**config.mk**
```make
export PLATFORM = sky130hd
export DESIGN_NAME = bpu_table
export DESIGN_NICKNAME = d
export VERILOG_FILES = /design/src/rtl/bpu_table.sv
export SDC_FILE = /design/constraint.sdc
export NUM_CORES = 2
export LEC_CHECK = 0
export CAP_MARGIN = 20
export CORE_AREA = 5 5 645 647
export DETAILED_ROUTE_END_ITERATION = 12
export DIE_AREA = 0 0 650 652
export MAX_ROUTING_LAYER = met4
export PLACE_DENSITY = 0.62
export SKIP_LAST_GASP = 1
export SLEW_MARGIN = 0
export SYNTH_ARGS = -nofsm -noshare
export SYNTH_HDL_FRONTEND = slang
export SYNTH_SLANG_ARGS = --single-unit
export TNS_END_PERCENT = 10
```
**constraint.sdc**
```tcl
create_clock -name clk -period 7.15 [get_ports clk]
set_clock_uncertainty 0.2 [all_clocks]
set_input_delay 0.715 -clock clk [delete_from_list [all_inputs] [get_ports clk]]
set_output_delay 0.715 -clock clk [all_outputs]
set_load 0.1 [all_outputs]
```
**src/rtl/bpu_table.sv**
```systemverilog
// -----------------------------------------------------------------------------
// bpu_table -- fetch-stage branch prediction table.
//
// A direct-mapped BHT/BTB (ENTRY_NUM entries, 2-bit counters, full 32-bit
// targets) plus a circular return-address stack. The table is read
// combinationally at IF_PC and the prediction is registered, so PR_* describe
// the PC presented one cycle earlier. Corrections arrive from the EXE branch
// resolver on the UPD_* port and are written on the next rising edge.
//
// Ports
//   clk          sole clock, rising edge
//   rst          asynchronous active-high reset
//   IF_PC        fetch PC to look up
//   IF_Req       lookup request valid
//   IF_Stall     freezes the prediction registers and the RAS
//   IF_Flush     kills the prediction being captured (wins over IF_Stall)
//   UPD_Valid    resolved-branch correction valid
//   UPD_PC       PC of the resolved branch
//   UPD_Type     branch type (`BIsNone/`BIsImme/`BIsCall/`BIsRetn)
//   UPD_IsTaken  resolved direction
//   UPD_Target   resolved target
//   UPD_Count    counter value that was predicted with
//   UPD_Hit      the prediction for this branch hit in the table
//   PR_Valid     registered prediction valid
//   PR_Hit       lookup hit
//   PR_Type      branch type of the hitting entry
//   PR_Count     counter of the hitting entry
//   PR_Taken     predicted direction
//   PR_Target    predicted next fetch PC
// -----------------------------------------------------------------------------

// Branch type encodings shared with CPU_Defines.svh; these definitions only
// take effect when that header has not already been included.
`ifndef BIsNone
`define BIsNone 2'b00
`endif
`ifndef BIsImme
`define BIsImme 2'b01
`endif
`ifndef BIsCall
`define BIsCall 2'b10
`endif
`ifndef BIsRetn
`define BIsRetn 2'b11
`endif

module bpu_table #(
  parameter int ENTRY_NUM = 64,
  parameter int RAS_DEPTH = 8
) (
  input  logic        clk,
  input  logic        rst,
  input  logic [31:0] IF_PC,
  input  logic        IF_Req,
  input  logic        IF_Stall,
  input  logic        IF_Flush,
  input  logic        UPD_Valid,
  input  logic [31:0] UPD_PC,
  input  logic [1:0]  UPD_Type,
  input  logic        UPD_IsTaken,
  input  logic [31:0] UPD_Target,
  input  logic [1:0]  UPD_Count,
  input  logic        UPD_Hit,
  output logic        PR_Valid,
  output logic        PR_Hit,
  output logic [1:0]  PR_Type,
  output logic [1:0]  PR_Count,
  output logic        PR_Taken,
  output logic [31:0] PR_Target
);

  localparam int IDX_W = $clog2(ENTRY_NUM);
  localparam int TAG_W = 30 - IDX_W;
  localparam int PTR_W = (RAS_DEPTH > 1) ? $clog2(RAS_DEPTH) : 1;
  localparam int CNT_W = $clog2(RAS_DEPTH + 1);

  localparam logic [PTR_W-1:0] PTR_LAST = PTR_W'(RAS_DEPTH - 1);
  localparam logic [CNT_W-1:0] CNT_FULL = CNT_W'(RAS_DEPTH);

  // ---------------------------------------------------------------------------
  // Table storage
  // ---------------------------------------------------------------------------
  logic [ENTRY_NUM-1:0] valid_q;
  logic [TAG_W-1:0]     tag_q    [ENTRY_NUM];
  logic [1:0]           type_q   [ENTRY_NUM];
  logic [1:0]           count_q  [ENTRY_NUM];
  logic [31:0]          target_q [ENTRY_NUM];

  // Return address stack: ras_ptr_q is the next slot to write, the top of
  // stack is the slot just below it (with wrap).
  logic [31:0]          ras_mem_q [RAS_DEPTH];
  logic [PTR_W-1:0]     ras_ptr_q, ras_ptr_d;
  logic [CNT_W-1:0]     ras_cnt_q, ras_cnt_d;
  logic [PTR_W-1:0]     ras_top;
  logic                 ras_empty;
  logic                 ras_push, ras_pop;

  // ---------------------------------------------------------------------------
  // Lookup
  // ---------------------------------------------------------------------------
  logic [IDX_W-1:0] lk_idx;
  logic [TAG_W-1:0] lk_tag;
  logic             lk_hit;
  logic [1:0]       lk_type;
  logic [1:0]       lk_count;
  logic [31:0]      lk_target;
  logic [31:0]      lk_pc8;
  logic             capture;

  logic             pr_hit_d, pr_taken_d;
  logic [1:0]       pr_type_d, pr_count_d;
  logic [31:0]      pr_target_d;

  assign lk_idx    = IF_PC[IDX_W+1:2];
  assign lk_tag    = IF_PC[31:IDX_W+2];
  assign lk_hit    = valid_q[lk_idx] && (tag_q[lk_idx] == lk_tag);
  assign lk_type   = type_q[lk_idx];
  assign lk_count  = count_q[lk_idx];
  assign lk_target = target_q[lk_idx];
  assign lk_pc8    = IF_PC + 32'd8;
  assign capture   = IF_Req && !IF_Stall && !IF_Flush;

  assign ras_top   = (ras_ptr_q == '0) ? PTR_LAST : ras_ptr_q - PTR_W'(1);
  assign ras_empty = (ras_cnt_q == '0);

  // NOTE: every signal driven here gets a default first, so no path leaves a
  // value unassigned and no latch is inferred.
  always_comb begin
    pr_hit_d    = 1'b0;
    pr_type_d   = `BIsNone;
    pr_count_d  = 2'b00;
    pr_taken_d  = 1'b0;
    pr_target_d = lk_pc8;
    ras_push    = 1'b0;
    ras_pop     = 1'b0;
    if (lk_hit) begin
      pr_hit_d   = 1'b1;
      pr_type_d  = lk_type;
      pr_count_d = lk_count;
      case (lk_type)
        `BIsImme: begin
          pr_taken_d  = lk_count[1];
          pr_target_d = lk_count[1] ? lk_target : lk_pc8;
        end
        `BIsCall: begin
          pr_taken_d  = 1'b1;
          pr_target_d = lk_target;
          ras_push    = capture;
        end
        `BIsRetn: begin
          if (!ras_empty) begin
            pr_taken_d  = 1'b1;
            pr_target_d = ras_mem_q[ras_top];
            ras_pop     = capture;
          end
        end
        default: ;
      endcase
    end
  end

  // ---------------------------------------------------------------------------
  // Prediction registers
  // ---------------------------------------------------------------------------
  // NOTE: sequential state uses non-blocking assignments so every register
  // samples the pre-edge values, independent of statement order.
  always_ff @(posedge clk or posedge rst) begin
    if (rst) begin
      PR_Valid  <= 1'b0;
      PR_Hit    <= 1'b0;
      PR_Type   <= 2'b00;
      PR_Count  <= 2'b00;
      PR_Taken  <= 1'b0;
      PR_Target <= 32'd0;
    end else if (IF_Flush) begin
      PR_Valid  <= 1'b0;
    end else if (!IF_Stall) begin
      if (IF_Req) begin
        PR_Valid  <= 1'b1;
        PR_Hit    <= pr_hit_d;
        PR_Type   <= pr_type_d;
        PR_Count  <= pr_count_d;
        PR_Taken  <= pr_taken_d;
        PR_Target <= pr_target_d;
      end else begin
        PR_Valid  <= 1'b0;
      end
    end
  end

  // ---------------------------------------------------------------------------
  // Return address stack
  // ---------------------------------------------------------------------------
  always_comb begin
    ras_ptr_d = ras_ptr_q;
    ras_cnt_d = ras_cnt_q;
    if (ras_push) begin
      ras_ptr_d = (ras_ptr_q == PTR_LAST) ? '0 : ras_ptr_q + PTR_W'(1);
      ras_cnt_d = (ras_cnt_q == CNT_FULL) ? ras_cnt_q : ras_cnt_q + CNT_W'(1);
    end else if (ras_pop) begin
      ras_ptr_d = ras_top;
      ras_cnt_d = ras_cnt_q - CNT_W'(1);
    end
  end

  always_ff @(posedge clk or posedge rst) begin
    if (rst) begin
      ras_ptr_q <= '0;
      ras_cnt_q <= '0;
    end else begin
      ras_ptr_q <= ras_ptr_d;
      ras_cnt_q <= ras_cnt_d;
    end
  end

  // NOTE: storage arrays are deliberately not reset; the valid bits and the
  // RAS occupancy gate every read, so stale contents are never observed.
  always_ff @(posedge clk) begin
    if (!rst && ras_push) begin
      ras_mem_q[ras_ptr_q] <= lk_pc8;
    end
  end

  // ---------------------------------------------------------------------------
  // Update from the branch resolver
  // ---------------------------------------------------------------------------
  logic [IDX_W-1:0] upd_idx;
  logic [TAG_W-1:0] upd_tag;
  logic             upd_write;
  logic             upd_clear;
  logic [1:0]       upd_count_d;

  assign upd_idx   = UPD_PC[IDX_W+1:2];
  assign upd_tag   = UPD_PC[31:IDX_W+2];
  assign upd_write = UPD_Valid && (UPD_Type != `BIsNone);
  assign upd_clear = UPD_Valid && (UPD_Type == `BIsNone) && UPD_Hit;

  // Hits train the saturating counter; a fresh install starts weakly biased
  // towards the resolved direction.
  always_comb begin
    upd_count_d = UPD_IsTaken ? 2'b10 : 2'b01;
    if (UPD_Hit) begin
      if (UPD_IsTaken) begin
        upd_count_d = (UPD_Count == 2'b11) ? 2'b11 : UPD_Count + 2'b01;
      end else begin
        upd_count_d = (UPD_Count == 2'b00) ? 2'b00 : UPD_Count - 2'b01;
      end
    end
  end

  always_ff @(posedge clk or posedge rst) begin
    if (rst) begin
      valid_q <= '0;
    end else if (upd_write) begin
      valid_q[upd_idx] <= 1'b1;
    end else if (upd_clear) begin
      valid_q[upd_idx] <= 1'b0;
    end
  end

  always_ff @(posedge clk) begin
    if (!rst && upd_write) begin
      tag_q[upd_idx]    <= upd_tag;
      type_q[upd_idx]   <= UPD_Type;
      count_q[upd_idx]  <= upd_count_d;
      target_q[upd_idx] <= UPD_Target;
    end
  end

endmodule
```
==> impl_metrics.yaml <==
status:
  status: "completed"
logic_synthesis:
  ys_warn_count: 0
  synth_edf_count: 4096
  async_reset_ff_frac: 0.0262
  synth_area_leader_cell: "edfxtp_1"
  synth_cell_types: 83
  synth_nets: 7574
  yosys-top-cells-area: "edfxtp_1 (75%), mux4_2 (13%), mux2i_1 (2.7%), dfrtp_1 (1.7%), a22oi_1 (1.1%)"
  avgSynthCellArea_um2: 21.9
  synth_top_area_frac: 0.754
  synth-seq-cells: 4206
  yosysSeqAreaShare: 0.770
  synthFlopType: "edfxtp_1"
  synth_area_um2: 163000
  netlist_instances: 7459
power_and_ir_drop:
  combPwrFrac: 0.056
  clkPwrFrac: 0.417
  max-vdd-ir-drop_v: 0.000218
  p_per_area_nw_per_um2: 277
  intPower_w: 0.0406
  swShare: 0.216
  p_total_w: 0.0518
  p_sw_w: 0.0112
  p_seq_frac: 0.527
  p_leak_nw: 59.1
worst_setup_path:
  worstPathRequired_ns: 7.55
  worstSetupPathType: "in2reg"
  cp_slowest_cell: "buf_4"
  worst_setup_path_end_kind: "flop"
  crit_buf_inv: 6
  cp_slowest_stage_delay_ns: 0.62
  start_kind: "primary input"
  critical-path-top-delay-family: "buffers and inverters"
  crit_fanout: 74
  arrival_ns: 6.01
  crit_chain: "buf_4 > buf_12 > nor2_4 > buf_12 > buf_4 > a22oi_1 > nand3_1 > and3_1 > o211ai_1 > xor2_1 > nor4_1 > nand4b_1 > nor4_4 > nand3_2 > buf_4 > nor4_2 > buf_12"
clock_tree:
  clk_pin_slew_ns: 0.06
  numCtsBuffers: 421
  cts_setup_buffers: 0
  ctsRootBufferMaster: "clkbuf_16"
  clock-sinks: 4206
  cts_buffer_depth: 4
  cts_tree: "done"
  cts-htree-levels: 5
  clock_latency_ns: 0.96
die:
  dieArea_um2: 424000
  core_area_um2: 409000
  rows: 235
  ios: 147
  start_util: 0.399
  dieWidth_um: 650
  die_height_um: 652
placement:
  dpl_cell_area_um2: 173000
  place_congestion: 0.825
  dp_hpwl_um: 253000
  portBuffers: 144
routing:
  wl_per_cell_um: 34.5
  first_iter_violations: 12300
  drt_first_pass_iters: 6
  drc_errors: 0
  wl_um: 477000
  num_vias: 83500
  via_per_inst: 6.05
  drtAntennaViolNets: 0
timing:
  rsz0062_at_grt: "no"
  hold_ws_ns: 0.140
  slew_violations: 0
  slew_headroom: 0.254
  tightest_slew_ns: 1.12
  final.period_utilization: 0.784
  setup_tns_ns: 0
  finalHoldViolCount: 0
  fin_crit_ns: 5.61
  max_freq_mhz: 178
  setup_violations: 0
grt:
  grt_pass1_vias: 81400
  grt_pass1_wl_um: 654000
  grt_max_degree: 141
  grt_usage: 0.225
  overflow: 0
  antenna_found_initial: 66
layout:
  syn2layout_area_growth_pct: 14.6
  fillers: 33500
  postLayoutCellArea_um2: 187000
  layout-drive-gt1-share: 0.253
  fin_nets: 8029
min_path:
  hold_path.class: "in2reg"
run:
  maxCapViolations: 0
cell type report:
cell class	count	area [um2]	share of cell area
multi-input combinational	2805	35800	0.192
sequential	4206	126000	0.672
tap	5451	6820	0.0365
clock inverter	233	2230	0.0119
timing repair buffer	456	4900	0.0262
inverter	24	100	0.000535
clock buffer	529	11100	0.0596
antenna	101	253	0.00135
metal layers:
| layer | global-route usage | vias to the layer above | share of wire |
|---|---|---|---|
| met5 | - | - | 0 |
| li1 | - | 32500 | - |
| met3 | 0.0369 | 887 | 0.096 |
| met4 | 0.0788 | 0 | 0.036 |
| met2 | 0.347 | 4817 | 0.48 |
| met1 | 0.308 | 45300 | 0.39 |
through the flow:
step                instances  utilization  worst slack, ns
floorplan                7459            -           -0.518
global placement        12900        0.423            0.880
detailed placement      12900        0.424            0.861
CTS                     13700        0.456             1.89
global route            13800        0.457             1.64
finish                  13800        0.457             1.54
cell families (layout without fill, tap and decap cells):
group | count (synthesis) | in the layout | share of synthesized area
xor gates and xnor gates | 57 | 57 | 0.00306
AOI/OAI and AO/OA | 691 | 691 | 0.0274
muxes | 1472 | 1472 | 0.167
buffers and inverters | 448 | 1242 | 0.0138
adders and majority gates | 7 | 7 | 0.000537
DFF | 4206 | 4206 | 0.770
other | 0 | 101 | 0
and+or+nand+nor | 578 | 578 | 0.0180
power by group through the flow:
| stage | logic, W | clock network (W) | registers, W |
|---|---|---|---|
| finish | 0.00291 | 0.0216 | 0.0273 |
| detailed placement | 0.00289 | 0 | 0.0278 |
| CTS | 0.00290 | 0.0219 | 0.0273 |
| global placement | 0.00283 | 0 | 0.0278 |
| floorplan | 0.00147 | 0 | 0.0280 |
| global route | 0.00305 | 0.0229 | 0.0273 |
cells in the final DEF, fill, tap and decap left out, types with 13 or more instances in the layout:
master | synthesis | final
a211oi_1 | 16 | 16
a21oi_1 | 95 | 95
a221oi_1 | 14 | 14
a22oi_1 | 250 | 250
a31o_2 | 13 | 13
and2_1 | 18 | 17
and3_1 | 15 | 15
buf_12 | 7 | 107
buf_2 | 98 | 59
buf_4 | 41 | 200
bufinv_16 | 0 | 37
clkbuf_1 | 223 | 95
clkbuf_16 | 0 | 428
clkdlybuf4s50_1 | 0 | 80
clkinv_1 | 1 | 90
clkinv_2 | 0 | 75
dfrtp_1 | 110 | 109
diode_2 | 0 | 101
edfxtp_1 | 4096 | 4096
inv_1 | 22 | 20
mux2_2 | 36 | 36
mux2i_1 | 444 | 444
mux4_1 | 18 | 18
mux4_2 | 970 | 970
nand2_1 | 147 | 147
nand2b_1 | 17 | 17
nand3_1 | 110 | 110
nand4_1 | 17 | 17
nor2_1 | 120 | 51
nor2_4 | 1 | 66
nor2b_1 | 40 | 35
nor4_1 | 21 | 13
o21ai_0 | 202 | 201
o21ai_1 | 15 | 15
o22ai_1 | 17 | 17
xnor2_1 | 35 | 35
xor2_1 | 22 | 22
synthesized netlist by cell type, types with 8 or more instances:
master and number:
mux2_2 36, o21ai_0 202, a211oi_1 16, or3_1 8, clkbuf_1 223, o21ai_1 15, xor2_1 22, a22oi_1 250
and3_1 15, nand3_1 110, buf_6 23, nor3_1 14, and2_1 18, a31oi_1 12, o211ai_1 12, a31o_2 13
nand2_1 147, nand4_1 17, nor2b_1 40, o22ai_1 17, nand2b_1 17, buf_4 41, a21oi_1 95, buf_1 30
xnor2_1 35, mux4_1 18, nor2_1 120, mux4_2 970, dfrtp_1 110, buf_2 98, nor4_1 21, inv_1 22
a221oi_1 14, edfxtp_1 4096, mux2i_1 444
worst paths after layout:
| check | startpoint | end | slack (ns) | cells after the start |
|---|---|---|---|---|
| min in group asynchronous | rst | PR_Target[10] | 0.74 | 2 |
| worst max register to register | tag_q[42][6] | ras_mem_q[1][25] | 2.01 | 12 |
| worst max-delay path | IF_PC[4] | ras_mem_q[1][25] | 1.54 | 17 |
| worst min-delay path | UPD_PC[20] | tag_q[32][12] | 0.14 | 1 |
| max in group asynchronous | rst | PR_Target[13] | 4.17 | 4 |
| worst min register to register | PR_Count[0] | PR_Count[0] | 0.29 | 2 |
timing repair:
action,CTS,global route
hold endpoints to repair,0,16
hold buffers,0,4
resized for setup,0,0
endpoints found under the setup margin,0,0
state kept, by name (all words and copies together), names as in the netlist, named ones only:
signal     flops
ras_ptr_q      3
target_q    2048
PR_Count       2
PR_Hit         1
PR_Type        2
ras_cnt_q      4
tag_q       1536
PR_Taken       1
ras_mem_q    256
PR_Target     32
PR_Valid       1
type_q       128
count_q      128
No activity file was read; power rests on OpenSTA's default activity.
